File: src/rtl/alu_pkg.sv
// alu_pkg: operation group/op encodings and FSM states shared by the ALU blocks
package alu_pkg;
    localparam logic [1:0] GRP_LOGIC = 2'd0, GRP_ARIT = 2'd1, GRP_EXT = 2'd2;
    localparam logic [1:0] OP_AND = 2'd0, OP_OR = 2'd1, OP_XOR = 2'd2, OP_NOT = 2'd3;
    localparam logic [1:0] OP_ADD = 2'd0, OP_SUB = 2'd1, OP_NEGA = 2'd2, OP_NEGB = 2'd3;
    localparam logic [1:0] OP_MUL = 2'd0, OP_ADC = 2'd1, OP_SHL = 2'd2, OP_ASR = 2'd3;
    typedef enum logic {IDLE, BUSY} state_t;
endpackage

File: src/rtl/alu_core.sv
// alu_core: combinational single-cycle datapath for every op except MUL
module alu_core
    import alu_pkg::*;
#(
    parameter int WIDTH = 8
) (
    input  logic [WIDTH-1:0] a,
    input  logic [WIDTH-1:0] b,
    input  logic [1:0]       op,
    input  logic             arit,
    input  logic             ext,
    input  logic             c_in,
    output logic [WIDTH-1:0] result,
    output logic             z,
    output logic             c,
    output logic             s,
    output logic             v
);
    localparam int M = WIDTH - 1;
    localparam logic [WIDTH-1:0] MIN = {1'b1, {(WIDTH-1){1'b0}}};
    logic [1:0]       w_grp;
    logic [WIDTH-1:0] w_x, w_y, w_logic;
    logic             w_ci, w_vadd, w_vsub;
    logic [WIDTH:0]   w_sum;
    // One shared adder serves add, sub, both negates and ADC
    always_comb begin
        w_grp = ext ? GRP_EXT : (arit ? GRP_ARIT : GRP_LOGIC);
        w_x = (w_grp == GRP_ARIT && op == OP_NEGA) ? ~a : (w_grp == GRP_ARIT && op == OP_NEGB) ? '0 : a;
        w_y = (w_grp != GRP_ARIT || op == OP_ADD) ? b : (op == OP_NEGA) ? '0 : ~b;
        w_ci = (w_grp == GRP_ARIT) ? (op != OP_ADD) : c_in;
        w_sum = {1'b0, w_x} + {1'b0, w_y} + {{WIDTH{1'b0}}, w_ci};
        w_logic = (op == OP_AND) ? a & b : (op == OP_OR) ? a | b : (op == OP_XOR) ? a ^ b : ~a;
        w_vadd = (a[M] == b[M]) && (w_sum[M] != a[M]);
        w_vsub = (a[M] != b[M]) && (w_sum[M] != a[M]);
        result = w_sum[M:0];
        c = w_sum[WIDTH];
        v = 1'b0;
        case (w_grp)
            GRP_LOGIC: begin
                result = w_logic;
                c = 1'b0;
            end
            GRP_ARIT: v = (op == OP_ADD) ? w_vadd : (op == OP_SUB) ? w_vsub : (op == OP_NEGA) ? (a == MIN) : (b == MIN);
            default: case (op)
                OP_ADC: v = w_vadd;
                OP_SHL: begin
                    result = {a[M-1:0], 1'b0};
                    c = a[M];
                    v = a[M] ^ a[M-1];
                end
                OP_ASR: begin
                    result = {a[M], a[M:1]};
                    c = a[0];
                end
                default: begin
                    result = '0;
                    c = 1'b0;
                end
            endcase
        endcase
        z = (result == '0);
        s = result[M];
    end
endmodule

File: src/rtl/alu_seq.sv
// alu_seq: registered ALU with valid/ready input and an iterative shift-add multiplier
module alu_seq
    import alu_pkg::*;
#(
    parameter int WIDTH = 8
) (
    input  logic             clk,
    input  logic             reset,
    input  logic             in_valid,
    output logic             in_ready,
    input  logic [WIDTH-1:0] a,
    input  logic [WIDTH-1:0] b,
    input  logic [1:0]       op,
    input  logic             arit,
    input  logic             ext,
    output logic [WIDTH-1:0] r,
    output logic [WIDTH-1:0] r_hi,
    output logic             z,
    output logic             c,
    output logic             s,
    output logic             v,
    output logic             out_valid
);
    localparam int CW = $clog2(WIDTH);
    localparam logic [CW-1:0] LAST = CW'(WIDTH - 1);
    state_t             r_state, w_state_nxt;
    logic [CW-1:0]      r_cnt;
    logic [2*WIDTH-1:0] r_mcand, r_acc, w_acc_nxt;
    logic [WIDTH-1:0]   r_mplier, r_res_lo, r_res_hi, w_core_r;
    logic               r_z, r_c, r_s, r_v, r_out_valid;
    logic               w_core_z, w_core_c, w_core_s, w_core_v;
    logic               w_accept, w_mul_start, w_mul_done;
    alu_core #(.WIDTH(WIDTH)) u_core (
        .a(a), .b(b), .op(op), .arit(arit), .ext(ext), .c_in(r_c),
        .result(w_core_r), .z(w_core_z), .c(w_core_c), .s(w_core_s), .v(w_core_v)
    );
    always_comb begin
        in_ready = (r_state == IDLE) && !reset;
        w_accept = in_valid && in_ready;
        w_mul_start = w_accept && ext && (op == OP_MUL);
        w_mul_done = (r_state == BUSY) && (r_cnt == LAST);
        w_acc_nxt = r_acc + (r_mplier[0] ? r_mcand : '0);
        w_state_nxt = (r_state == IDLE) ? (w_mul_start ? BUSY : IDLE) : (w_mul_done ? IDLE : BUSY);
    end
    always_ff @(posedge clk) begin
        if (reset) r_state <= IDLE;
        else r_state <= w_state_nxt;
    end
    always_ff @(posedge clk) begin
        if (reset) begin
            r_cnt <= '0;
            r_mcand <= '0;
            r_mplier <= '0;
            r_acc <= '0;
            r_res_lo <= '0;
            r_res_hi <= '0;
            {r_z, r_c, r_s, r_v, r_out_valid} <= '0;
        end else begin
            r_out_valid <= 1'b0;
            if (w_accept && !w_mul_start) begin
                r_res_lo <= w_core_r;
                r_res_hi <= '0;
                {r_z, r_c, r_s, r_v} <= {w_core_z, w_core_c, w_core_s, w_core_v};
                r_out_valid <= 1'b1;
            end
            if (w_mul_start) begin
                r_mcand <= {{WIDTH{1'b0}}, a};
                r_mplier <= b;
                r_acc <= '0;
                r_cnt <= '0;
            end else if (r_state == BUSY) begin
                r_acc <= w_acc_nxt;
                r_mcand <= r_mcand << 1;
                r_mplier <= r_mplier >> 1;
                r_cnt <= r_cnt + 1'b1;
                if (w_mul_done) begin
                    r_res_lo <= w_acc_nxt[WIDTH-1:0];
                    r_res_hi <= w_acc_nxt[2*WIDTH-1:WIDTH];
                    r_z <= (w_acc_nxt == '0);
                    r_c <= |w_acc_nxt[2*WIDTH-1:WIDTH];
                    r_s <= w_acc_nxt[2*WIDTH-1];
                    r_v <= 1'b0;
                    r_out_valid <= 1'b1;
                end
            end
        end
    end
    assign r = r_res_lo;
    assign r_hi = r_res_hi;
    assign {z, c, s, v, out_valid} = {r_z, r_c, r_s, r_v, r_out_valid};
endmodule

File: config.mk
export PLATFORM = sky130hd
export DESIGN_NAME = alu_seq
export DESIGN_NICKNAME = d
export VERILOG_FILES = /design/src/rtl/alu_pkg.sv /design/src/rtl/alu_core.sv /design/src/rtl/alu_seq.sv
export SDC_FILE = /design/constraint.sdc
export NUM_CORES = 1
export LEC_CHECK = 0
export ABC_CLOCK_PERIOD_IN_PS = 6000
export CORE_MARGIN = 1
export CORE_UTILIZATION = 60
export DETAILED_ROUTE_END_ITERATION = 7
export DONT_BUFFER_PORTS = 1
export GPL_TIMING_DRIVEN = 1
export PLACE_DENSITY = 0.76
export SYNTH_ARGS = -nofsm -noshare
export SYNTH_HDL_FRONTEND = slang
export SYNTH_HIERARCHICAL = 1
export SYNTH_SLANG_ARGS = --single-unit
File: constraint.sdc
create_clock -name clk -period 6 [get_ports clk]
set_clock_uncertainty 0.05 [all_clocks]
set_input_delay 1.5 -clock clk [delete_from_list [all_inputs] [get_ports clk]]
set_output_delay 1.5 -clock clk [all_outputs]
set_load 0.05 [all_outputs]
==> summary.txt, run 1 <==
STA
-------------------------------------------------------------------------------
Max frequency ....................................................    204.1 MHz
Final-layout worst hold slack ....................................    0.4291 ns
Tmin final .......................................................     4.901 ns
Slew at the pin closest to its max-slew limit ....................    0.9598 ns
Final worst slack ................................................     1.099 ns
Number of endpoints with negative hold slack in the final report .            0
Number of max-slew violations in the final report ................            0
Post-route fraction of the period consumed by the critical path ..       81.68%
RSZ-0062 raised after global routing .............................           no
Setup total negative slack .......................................         0 ns
Headroom to the max-slew limit ...................................       35.77%
Number of endpoints failing setup at the final stage .............            0

GLOBAL ROUTE
-------------------------------------------------------------------------------
Antenna violations before repair .................................            0
Overall Global Routing Usage .....................................       31.67%
Maximum number of pins on one net before global-route repair .....           66
First-pass GRT wire length .......................................    21,270 um
Number of global-route vias before repair ........................        4,190
Sum of overflow across all layers after global routing ...........            0

PLACEMENT
-------------------------------------------------------------------------------
Final weighted congestion in routability-driven placement ........       0.9247
Number of input and output port buffers inserted .................            0
Worst setup slack after placement ................................    0.8263 ns
Post-DP HPWL .....................................................      9618 um
# placed instances ...............................................          674

LOGIC SYNTHESIS
-------------------------------------------------------------------------------
Total number of yosys warnings ...................................            6
Number of library cell types mapped by synthesis .................           75
Syn Area/Cell ....................................................   8.184 um^2
Async SR Flop Fraction ...........................................           0%
Post-synthesis sequential area ratio .............................       26.37%
Post-synthesis cell type with the largest combined area .......... sky130_fd_sc_hd__dfxtp_1
Most common cell in the synthesized netlist ...................... sky130_fd_sc_hd__nor2_1
Number of enable flip-flop cells after synthesis .................            0
Register bit total from synthesis ................................           65
Ranking of synthesized cells by instance count ................... 67 x sky130_fd_sc_hd__nor2_1, 65 x sky130_fd_sc_hd__dfxtp_1, 45 x sky130_fd_sc_hd__nand2_1
Top cells by area in the synthesized netlist ..................... sky130_fd_sc_hd__dfxtp_1 26%, sky130_fd_sc_hd__ha_1 11%, sky130_fd_sc_hd__mux2i_1 7.3%, sky130_fd_sc_hd__nor2_1 5.1%, sky130_fd_sc_hd__o21ai_0 4.5%
Top FF cell, synth ............................................... sky130_fd_sc_hd__dfxtp_1
Share of the synthesized area in the top cell type ...............       26.37%
Post-synthesis net count .........................................          673
Synthesized instance count .......................................          603
Post-synthesis instance area .....................................    4935 um^2

FLOORPLANNING
-------------------------------------------------------------------------------
Die Y-Extent .....................................................     92.69 um
Die ar. ..........................................................    8591 um^2
Starting utilization of the core area ............................       62.88%
Area of the core .................................................    7848 um^2
Core Rows ........................................................           32
I/O pin total ....................................................           45
Horizontal die dimension .........................................     92.69 um

WORST SETUP PATH
-------------------------------------------------------------------------------
Worst reg2reg path startpoint ....................................  r_mplier[0]
Arrival time reported for the critical path endpoint .............      5.08 ns
Cell count along the critical path ...............................           13
Cell with the most instances on the worst path ................... sky130_fd_sc_hd__o21ai_0
FF-to-FF End .....................................................            c
Combined buffer and inverter count along the critical path .......            0
Setup Crit Path Kind .............................................       in2reg
Slowest CP cell .................................................. sky130_fd_sc_hd__or2_2
Biggest fanout along the worst timing path .......................           10
Data required time at the worst endpoint .........................      6.18 ns
Top Family by Delay on Critical Path ............................. compound AO/OA/AOI/OAI gates
Worst setup endpoint .............................................            v
Reg2Reg Depth ....................................................           10
CP max stage delay ...............................................      0.42 ns
Nature of the critical path endpoint .............................         flop
Reg2Reg Setup Slack ..............................................      2.50 ns
Start point of the critical path .................................         arit
Cell chain of the critical path .................................. nor2b_1 -> nand2_1 -> or2_2 -> o21ai_0 -> ha_1 -> a211o_1 -> a2111oi_2 -> o221ai_1 -> xnor2_1 -> o21ai_0 -> a32o_1 -> mux2i_1 -> nor2_1
Critical path startpoint category ................................ primary input

FINAL LAYOUT
-------------------------------------------------------------------------------
Final cell utilization of the core ...............................       66.06%
Number of diodes .................................................            0
Share of cells above drive strength 1 ............................       6.973%
Growth of design area from synthesis to finish ...................       5.046%
Count of non-filler cells in the finished layout .................          690
Post-layout nets .................................................          653

DRT
-------------------------------------------------------------------------------
Number of DRC markers after the initial detailed-route iteration .          360
Detail Route Antenna Nets ........................................            0
Vias .............................................................        4,399
Post-detailed-route wirelength per cell ..........................     18.77 um
Detailed Route WL ................................................    12,950 um
Remaining routing DRC violations .................................            0
Number of iterations in the first detailed-routing pass ..........            5
Vias/cell ........................................................        6.375

CLOCK NETWORK
-------------------------------------------------------------------------------
Clock buffer count from CTS ......................................            9
Max Buffers Root-to-Sink .........................................            2
Clock insertion delay at the later pin of the skew report ........      0.35 ns
Count of hold buffers inserted by post-cts repair ................            0
PostCTS Resize Cnt ...............................................            0
Post-CTS setup repair buffer count ...............................            0
Clk slew on worst S/H paths ......................................      0.08 ns
CTS tree .........................................................        built
CTS H-tree lvls ..................................................            3
Clk Tree Root Cell ............................................... sky130_fd_sc_hd__clkbuf_8
# clock sinks ....................................................           65

POWER AND IR DROP
-------------------------------------------------------------------------------
Areal power density over the cells ............................... 204.4 nW/um^2
Leakage power ....................................................     2.194 nW
Largest voltage drop on the vdd net ..............................     190.5 uV

STATUS
-------------------------------------------------------------------------------
Outcome .......................................................... complete, no violations

MIN PATH
-------------------------------------------------------------------------------
Class of the tightest hold or removal check ......................      reg2reg

RUN
-------------------------------------------------------------------------------
Max-capacitance violation count ..................................            0

flip-flops by register name, summed over array words and instances, names as in the netlist:
name       flops
c              1
r_mcand       16
r_mplier       8
out_valid      1
r              8
r_state        1
s              1
z              1
r_acc         16
v              1
r_hi           8
r_cnt          3
cells by family after synthesis:
family                   after synthesis  share of synthesized area, %
XOR/XNOR                              18                         3.195
flip-flops                            65                         26.37
multiplexers                          37                         7.606
buffers and inverters                 65                         5.223
AND/OR/NAND/NOR                      197                         20.54
adder cells (fa/ha/maj)               47                         12.37
AO/OA/AOI/OAI                        174                         24.70
routing by layer:
layer | vias to the layer above | wire length, um | global-route usage, % | part of all wire [%]
li1 | 2146 | - | - | -
met1 | 2084 | 6325 | 44.90 | 49
met2 | 161 | 5525 | 47.16 | 43
met3 | 8 | 1011 | 8.785 | 7.8
met4 | 0 | 91 | 8.205 | 0.70
met5 | - | 0 | 0 | 0
how the worst min path moves through the flow:
| stage | from | endpoint | slack (ns) | cells after the start |
|---|---|---|---|---|
| final | r_mcand[7] | r_mcand[7] | 0.43 | 2 |
| after global routing | r_mcand[7] | r_mcand[7] | 0.47 | 2 |
| after CTS | r_mcand[7] | r_mcand[7] | 0.43 | 2 |
| after detailed placement | r_mcand[7] | r_mcand[7] | 0.42 | 2 |
| after global placement | r_mcand[7] | r_mcand[7] | 0.42 | 2 |
| after floorplan | r_mcand[7] | r_mcand[7] | 0.39 | 2 |
where the power goes:
part	total, W	internal [W]	switching, W
sequential	0.000458	0.000438	0.0000207
clock	0.000429	0.000247	0.000182
combinational	0.000172	0.0000719	0.000101
worst min-delay path, stage by stage, from the launching register on:
cell                      delay (ns)
sky130_fd_sc_hd__dfxtp_1        0.33
sky130_fd_sc_hd__nand2_1        0.06
sky130_fd_sc_hd__a21oi_1        0.05
stage by stage:
stage	instance area (um^2)	power [W]
3_3_place_gp	4956	0.0006326
6_report	5184	0.001059
2_1_floorplan	4935	0.0006060
5_1_grt	5184	0.001108
3_5_place_dp	4956	0.0006358
4_1_cts	5184	0.001062
area by class of cell:
type / instances / area [um^2]
Timing Repair Buffer: 6 / 45.04
Inverter: 28 / 105.1
Clock inverter: 6 / 90.09
Sequential cell: 65 / 1303
Clock buffer: 10 / 137.6
Multi-Input combinational cell: 473 / 3376
Tap cell: 102 / 127.6
Fill cell: 670 / 2664
cell usage in the layout, fill, tap and decap left out, drive strengths merged, types with 11 or more instances in the layout:
cell	synthesis	layout
a21oi	28	28
o21ai	48	48
ha	44	44
dfxtp	65	65
inv	28	29
mux2i	36	36
xnor2	11	11
a221oi	14	14
nor3b	17	17
nor2	67	67
and2	16	16
nand2	45	45
a21o	11	11
Note: power is estimated with default switching activity, not from simulation.
==> inputs of run 2 (changes only) <==
ABC_CLOCK_PERIOD_IN_PS = 4400   (was 6000)
CORE_UTILIZATION = 59   (was 60)
PLACE_DENSITY = 0.78   (was 0.76)
clock period = 4.4 ns   (was 6 ns; I/O delays follow)
==> summary.txt, run 2 (same netlist as run 1, synthesis figures left out) <==
STA
-------------------------------------------------------------------------------
Number of endpoints with negative hold slack in the final report .            0
Post-route fraction of the period consumed by the critical path ..       88.75%
RSZ-0062 raised after global routing .............................           no
Final-layout worst hold slack ....................................    0.4293 ns
Number of max-slew violations in the final report ................            0
Headroom to the max-slew limit ...................................       48.51%
Number of endpoints failing setup at the final stage .............            0
Tmin final .......................................................     3.905 ns
Max frequency ....................................................    256.1 MHz
Final worst slack ................................................    0.4951 ns
Slew at the pin closest to its max-slew limit ....................    0.7723 ns
Setup total negative slack .......................................         0 ns

DRT
-------------------------------------------------------------------------------
Detailed Route WL ................................................    13,400 um
Detail Route Antenna Nets ........................................            0
Vias .............................................................        4,494
Number of DRC markers after the initial detailed-route iteration .          317
Number of iterations in the first detailed-routing pass ..........            5
Remaining routing DRC violations .................................            0
Vias/cell ........................................................        6.429
Post-detailed-route wirelength per cell ..........................     19.17 um

WORST SETUP PATH
-------------------------------------------------------------------------------
Critical path startpoint category ................................ primary input
Setup Crit Path Kind .............................................       in2reg
Nature of the critical path endpoint .............................         flop
Data required time at the worst endpoint .........................      4.57 ns
Cell chain of the critical path .................................. inv_1 -> ha_1 -> inv_1 -> nand2_1 -> or2_2 -> o21ai_1 -> ha_1 -> a211o_1 -> a2111oi_2 -> o221ai_1 -> xnor2_1 -> o21ai_0 -> a32o_1 -> mux2i_1 -> nor2_1
Arrival time reported for the critical path endpoint .............      4.08 ns
CP max stage delay ...............................................      0.37 ns
Biggest fanout along the worst timing path .......................            8
Slowest CP cell .................................................. sky130_fd_sc_hd__or2_2

CLOCK NETWORK
-------------------------------------------------------------------------------
Clk slew on worst S/H paths ......................................      0.08 ns
Max Buffers Root-to-Sink .........................................            2
Post-CTS setup repair buffer count ...............................            0
CTS H-tree lvls ..................................................            3
Count of hold buffers inserted by post-cts repair ................            0
# clock sinks ....................................................           65
Clock buffer count from CTS ......................................            9
Clock insertion delay at the later pin of the skew report ........      0.34 ns
PostCTS Resize Cnt ...............................................            0
CTS tree .........................................................        built
Clk Tree Root Cell ............................................... sky130_fd_sc_hd__clkbuf_8

FINAL LAYOUT
-------------------------------------------------------------------------------
Number of diodes .................................................            0
Growth of design area from synthesis to finish ...................       7.252%
Post-layout nets .................................................          662
Number of filler cells placed in the layout ......................          668
Share of cells above drive strength 1 ............................       9.380%
Sequential cell area .............................................    1303 um^2
Combined area of the multi-input logic cells .....................    3396 um^2
Leading cell types in the layout, fill and taps excluded ......... 67 x sky130_fd_sc_hd__nor2_1, 64 x sky130_fd_sc_hd__dfxtp_1, 45 x sky130_fd_sc_hd__nand2_1, 43 x sky130_fd_sc_hd__ha_1, 42 x sky130_fd_sc_hd__o21ai_0
Most common cell after layout, fill and taps aside ............... sky130_fd_sc_hd__nor2_1
Top flop regs .................................................... r_acc: 16 flops, r_mcand: 16 flops

STATUS
-------------------------------------------------------------------------------
Outcome .......................................................... complete, no violations

FLOORPLANNING
-------------------------------------------------------------------------------
Area of the core .................................................    7888 um^2
Horizontal die dimension .........................................     93.46 um
Die ar. ..........................................................    8734 um^2
Core Rows ........................................................           32
I/O pin total ....................................................           45
Die Y-Extent .....................................................     93.46 um
Starting utilization of the core area ............................       62.56%

POWER AND IR DROP
-------------------------------------------------------------------------------
Leakage power ....................................................     2.248 nW
Post-route total power ...........................................   0.001507 W
Largest voltage drop on the vdd net ..............................     255.1 uV
Areal power density over the cells ............................... 284.8 nW/um^2

GLOBAL ROUTE
-------------------------------------------------------------------------------
Antenna violations before repair .................................            0
Number of global-route vias before repair ........................        4,114
Sum of overflow across all layers after global routing ...........            0
Overall Global Routing Usage .....................................       32.10%
Maximum number of pins on one net before global-route repair .....           65
First-pass GRT wire length .......................................    21,450 um

PLACEMENT
-------------------------------------------------------------------------------
Final weighted congestion in routability-driven placement ........       0.9420
Post-DP HPWL .....................................................      9934 um
Worst setup slack after placement ................................    0.1921 ns
Number of input and output port buffers inserted .................            0

RUN
-------------------------------------------------------------------------------
Max-capacitance violation count ..................................            0

MIN PATH
-------------------------------------------------------------------------------
Class of the tightest hold or removal check ......................      reg2reg

[run 2: cell count changes in the layout (fill, tap and decap cells not counted), moves of 2 or more]
cell                      before  now
sky130_fd_sc_hd__o21ai_0      44   42
sky130_fd_sc_hd__fa_2          0    2
sky130_fd_sc_hd__buf_4         6   15
sky130_fd_sc_hd__o21ai_2       1    3
sky130_fd_sc_hd__fa_1          3    1
[run 2: layout make-up]
cell class,instances,share of cell area [%]
Clock buffer,9,2.340
Tap cell,102,2.411
Clock inverter,7,2.364
Timing Repair Buffer,15,2.128
Inverter,28,1.986
Sequential cell,65,24.61
Multi-Input combinational cell,473,64.16
[run 2: per-layer routing]
layer / vias up / GRT usage [%] / wire length (um)
li1: 2166 / - / -
met1: 2143 / 45.99 / 6474
met2: 172 / 47.00 / 5653
met3: 13 / 9.431 / 1141
met4: 0 / 7.564 / 132
met5: - / 0 / 0
[run 2: power breakdown]
part,internal (W),switching (W)
Clock,0.000382,0.000254
Combinational,0.000105,0.000140
Sequential,0.000597,0.0000285
[run 2: final timing paths]
check | start | to | slack [ns] | cells after the start
worst min-delay path | r_mcand[7] | r_mcand[7] | 0.43 | 2
worst min register to register | r_mcand[7] | r_mcand[7] | 0.43 | 2
worst max-delay path | op[0] | v | 0.50 | 15
worst max register to register | r_mplier[0] | z | 0.95 | 10
[run 2: per-stage QoR]
stage          cell area (um^2)  std cells  util, %
3_3_place_gp               5044        683    63.94
2_1_floorplan              4976        603        -
5_1_grt                    5293        699    67.10
3_5_place_dp               5044        683    63.94
4_1_cts                    5293        699    67.10
6_report                   5293        699    67.10
[run 2: critical path: cells and delay by family]
family                   cells  cell delay [ns]
buffers and inverters        2             0.12
AO/OA/AOI/OAI                6             1.49
AND/OR/NAND/NOR              3             0.49
multiplexers                 1             0.13
adder cells (fa/ha/maj)      2             0.47
XOR/XNOR                     1             0.28
==> inputs of run 3 (changes only) <==
CORE_UTILIZATION = 53   (was 59)
DONT_BUFFER_PORTS = not set   (was 1)
PLACE_DENSITY = 0.8   (was 0.78)
==> summary.txt, run 3 (same netlist as run 1, synthesis figures left out) <==
FINAL LAYOUT
-------------------------------------------------------------------------------
Post-layout nets .................................................          736
Number of diodes .................................................            0
Final cell utilization of the core ...............................       67.27%
Growth of design area from synthesis to finish ...................       20.61%
Total non-filler cell area in the finished layout ................    5952 um^2
Number of filler cells placed in the layout ......................          733
Sequential cell area .............................................    1303 um^2
Share of cells above drive strength 1 ............................       13.86%
Combined area of the multi-input logic cells .....................    3442 um^2
Most common cell after layout, fill and taps aside ............... sky130_fd_sc_hd__nor2_1
Leading cell types in the layout, fill and taps excluded ......... 67 x sky130_fd_sc_hd__nor2_1, 64 x sky130_fd_sc_hd__dfxtp_1, 45 x sky130_fd_sc_hd__nand2_1, 45 x sky130_fd_sc_hd__buf_4, 42 x sky130_fd_sc_hd__ha_1
Top flop regs .................................................... r_acc: 16 flops, r_mcand: 16 flops

PLACEMENT
-------------------------------------------------------------------------------
Worst setup slack after placement ................................   -0.3302 ns
Number of input and output port buffers inserted .................           44
Final weighted congestion in routability-driven placement ........       0.9653
Post-place instance area .........................................    5719 um^2
Post-DP HPWL .....................................................    10,790 um

CLOCK NETWORK
-------------------------------------------------------------------------------
Clock insertion delay at the later pin of the skew report ........      0.35 ns
Clk Tree Root Cell ............................................... sky130_fd_sc_hd__clkbuf_8
CTS H-tree lvls ..................................................            3
Clk slew on worst S/H paths ......................................      0.08 ns
Count of hold buffers inserted by post-cts repair ................            0
# clock sinks ....................................................           65
Max Buffers Root-to-Sink .........................................            2
Clock buffer count from CTS ......................................            9
CTS tree .........................................................        built

STA
-------------------------------------------------------------------------------
Tmin final .......................................................     4.261 ns
Headroom to the max-slew limit ...................................       48.35%
Final worst slack ................................................    0.1386 ns
Number of max-slew violations in the final report ................            0
Max frequency ....................................................    234.7 MHz
Number of endpoints failing setup at the final stage .............            0
Slew at the pin closest to its max-slew limit ....................    0.7748 ns
RSZ-0062 raised after global routing .............................           no
Post-route fraction of the period consumed by the critical path ..       96.85%
Final-layout worst hold slack ....................................    0.3899 ns
Number of endpoints with negative hold slack in the final report .            0
Setup total negative slack .......................................         0 ns

POWER AND IR DROP
-------------------------------------------------------------------------------
Sequential group share of total power ............................        42.0%
Part of the power in the clock network ...........................        32.1%
Share of total power in combinational logic ......................        25.9%
Int Power ........................................................  0.0009695 W
Areal power density over the cells ............................... 241.6 nW/um^2
Largest voltage drop on the vdd net ..............................     191.9 uV
Net load switching power .........................................  0.0004684 W
Leakage power ....................................................     2.560 nW
Switching share of total power ...................................       32.57%

DRT
-------------------------------------------------------------------------------
Vias/cell ........................................................        6.144
Detail Route Antenna Nets ........................................            0
Number of DRC markers after the initial detailed-route iteration .          308
Vias .............................................................        4,786
Detailed Route WL ................................................    14,270 um
Number of iterations in the first detailed-routing pass ..........            8
Remaining routing DRC violations .................................            4
Post-detailed-route wirelength per cell ..........................     18.32 um

FLOORPLANNING
-------------------------------------------------------------------------------
Die Y-Extent .....................................................     98.49 um
Die ar. ..........................................................    9700 um^2
I/O pin total ....................................................           45
Core Rows ........................................................           34
Horizontal die dimension .........................................     98.49 um
Area of the core .................................................    8848 um^2
Starting utilization of the core area ............................       55.77%

WORST SETUP PATH
-------------------------------------------------------------------------------
Data required time at the worst endpoint .........................      4.65 ns
Setup Crit Path Kind .............................................       in2reg
Arrival time reported for the critical path endpoint .............      4.51 ns
Nature of the critical path endpoint .............................         flop
Critical path startpoint category ................................ primary input
Biggest fanout along the worst timing path .......................            6

STATUS
-------------------------------------------------------------------------------
Failing checks ...................................................          DRC
Outcome .......................................................... finished with violations

GLOBAL ROUTE
-------------------------------------------------------------------------------
Antenna violations before repair .................................            0
First-pass GRT wire length .......................................    22,780 um
Sum of overflow across all layers after global routing ...........            0
Maximum number of pins on one net before global-route repair .....           64
Number of global-route vias before repair ........................        4,498
Overall Global Routing Usage .....................................       30.01%

MIN PATH
-------------------------------------------------------------------------------
Class of the tightest hold or removal check ......................      reg2reg

RUN
-------------------------------------------------------------------------------
Max-capacitance violation count ..................................            0

[run 3: worst max-delay path: stages]
cell and delay, ns:
sky130_fd_sc_hd__clkdlybuf4s50_1 0.46, sky130_fd_sc_hd__nor2b_4 0.14, sky130_fd_sc_hd__nand2_1 0.07, sky130_fd_sc_hd__or2_4 0.29, sky130_fd_sc_hd__buf_4 0.15, sky130_fd_sc_hd__o21ai_1 0.15, sky130_fd_sc_hd__ha_1 0.28, sky130_fd_sc_hd__a21o_1 0.18
sky130_fd_sc_hd__a21oi_1 0.18, sky130_fd_sc_hd__xor2_1 0.18, sky130_fd_sc_hd__o221ai_1 0.17, sky130_fd_sc_hd__or4b_4 0.59, sky130_fd_sc_hd__nor4_4 0.22, sky130_fd_sc_hd__mux2i_1 0.10, sky130_fd_sc_hd__nor2_1 0.12, sky130_fd_sc_hd__a31o_1 0.11
[run 3: stage by stage]
stage          std cells  total power (W)
2_1_floorplan        603        0.0008317
3_3_place_gp         762        0.0009643
3_5_place_dp         762        0.0009722
4_1_cts              778         0.001430
5_1_grt              779         0.001497
6_report             779         0.001438
[run 3: path summary, 6_finish.rpt]
path | slack (ns) | to | start | depth (start not counted)
worst max-delay path | 0.14 | z | ext | 16
worst min-delay path | 0.39 | r_hi[7] | r_hi[7] | 2
worst max register to register | 0.95 | c | r_mplier[0] | 10
worst min register to register | 0.39 | r_hi[7] | r_hi[7] | 2
[run 3: power groups by stage]
| stage | Combinational [W] | Sequential (W) | Clock [W] |
|---|---|---|---|
| after floorplan | 0.000196 | 0.000635 | 0 |
| after global placement | 0.000348 | 0.000617 | 0 |
| after detailed placement | 0.000355 | 0.000617 | 0 |
| after CTS | 0.000357 | 0.000603 | 0.000470 |
| after global routing | 0.000402 | 0.000604 | 0.000491 |
| final | 0.000373 | 0.000603 | 0.000462 |
[run 3: area by class of cell]
type / count / share of cell area (%)
multi-input combinational: 473 / 57.83
sequential: 65 / 21.88
timing repair buffer: 89 / 13.37
tap: 108 / 2.270
clock buffer: 10 / 2.144
inverter: 28 / 1.766
clock inverter: 6 / 0.7358
[run 3: timing repair]
item,in CTS,in global routing
buffers inserted,0,1
gates resized for setup,0,19
setup endpoints to repair,0,5
hold endpoints to repair,0,0
[run 3: routing by layer]
layer / up-vias / part of all wire, % / GRT usage [%]
met5: - / 0 / 0
met4: 0 / 1.8 / 10.22
met3: 25 / 7.8 / 6.525
met2: 200 / 42 / 43.45
met1: 2250 / 48 / 43.94
li1: 2311 / - / -
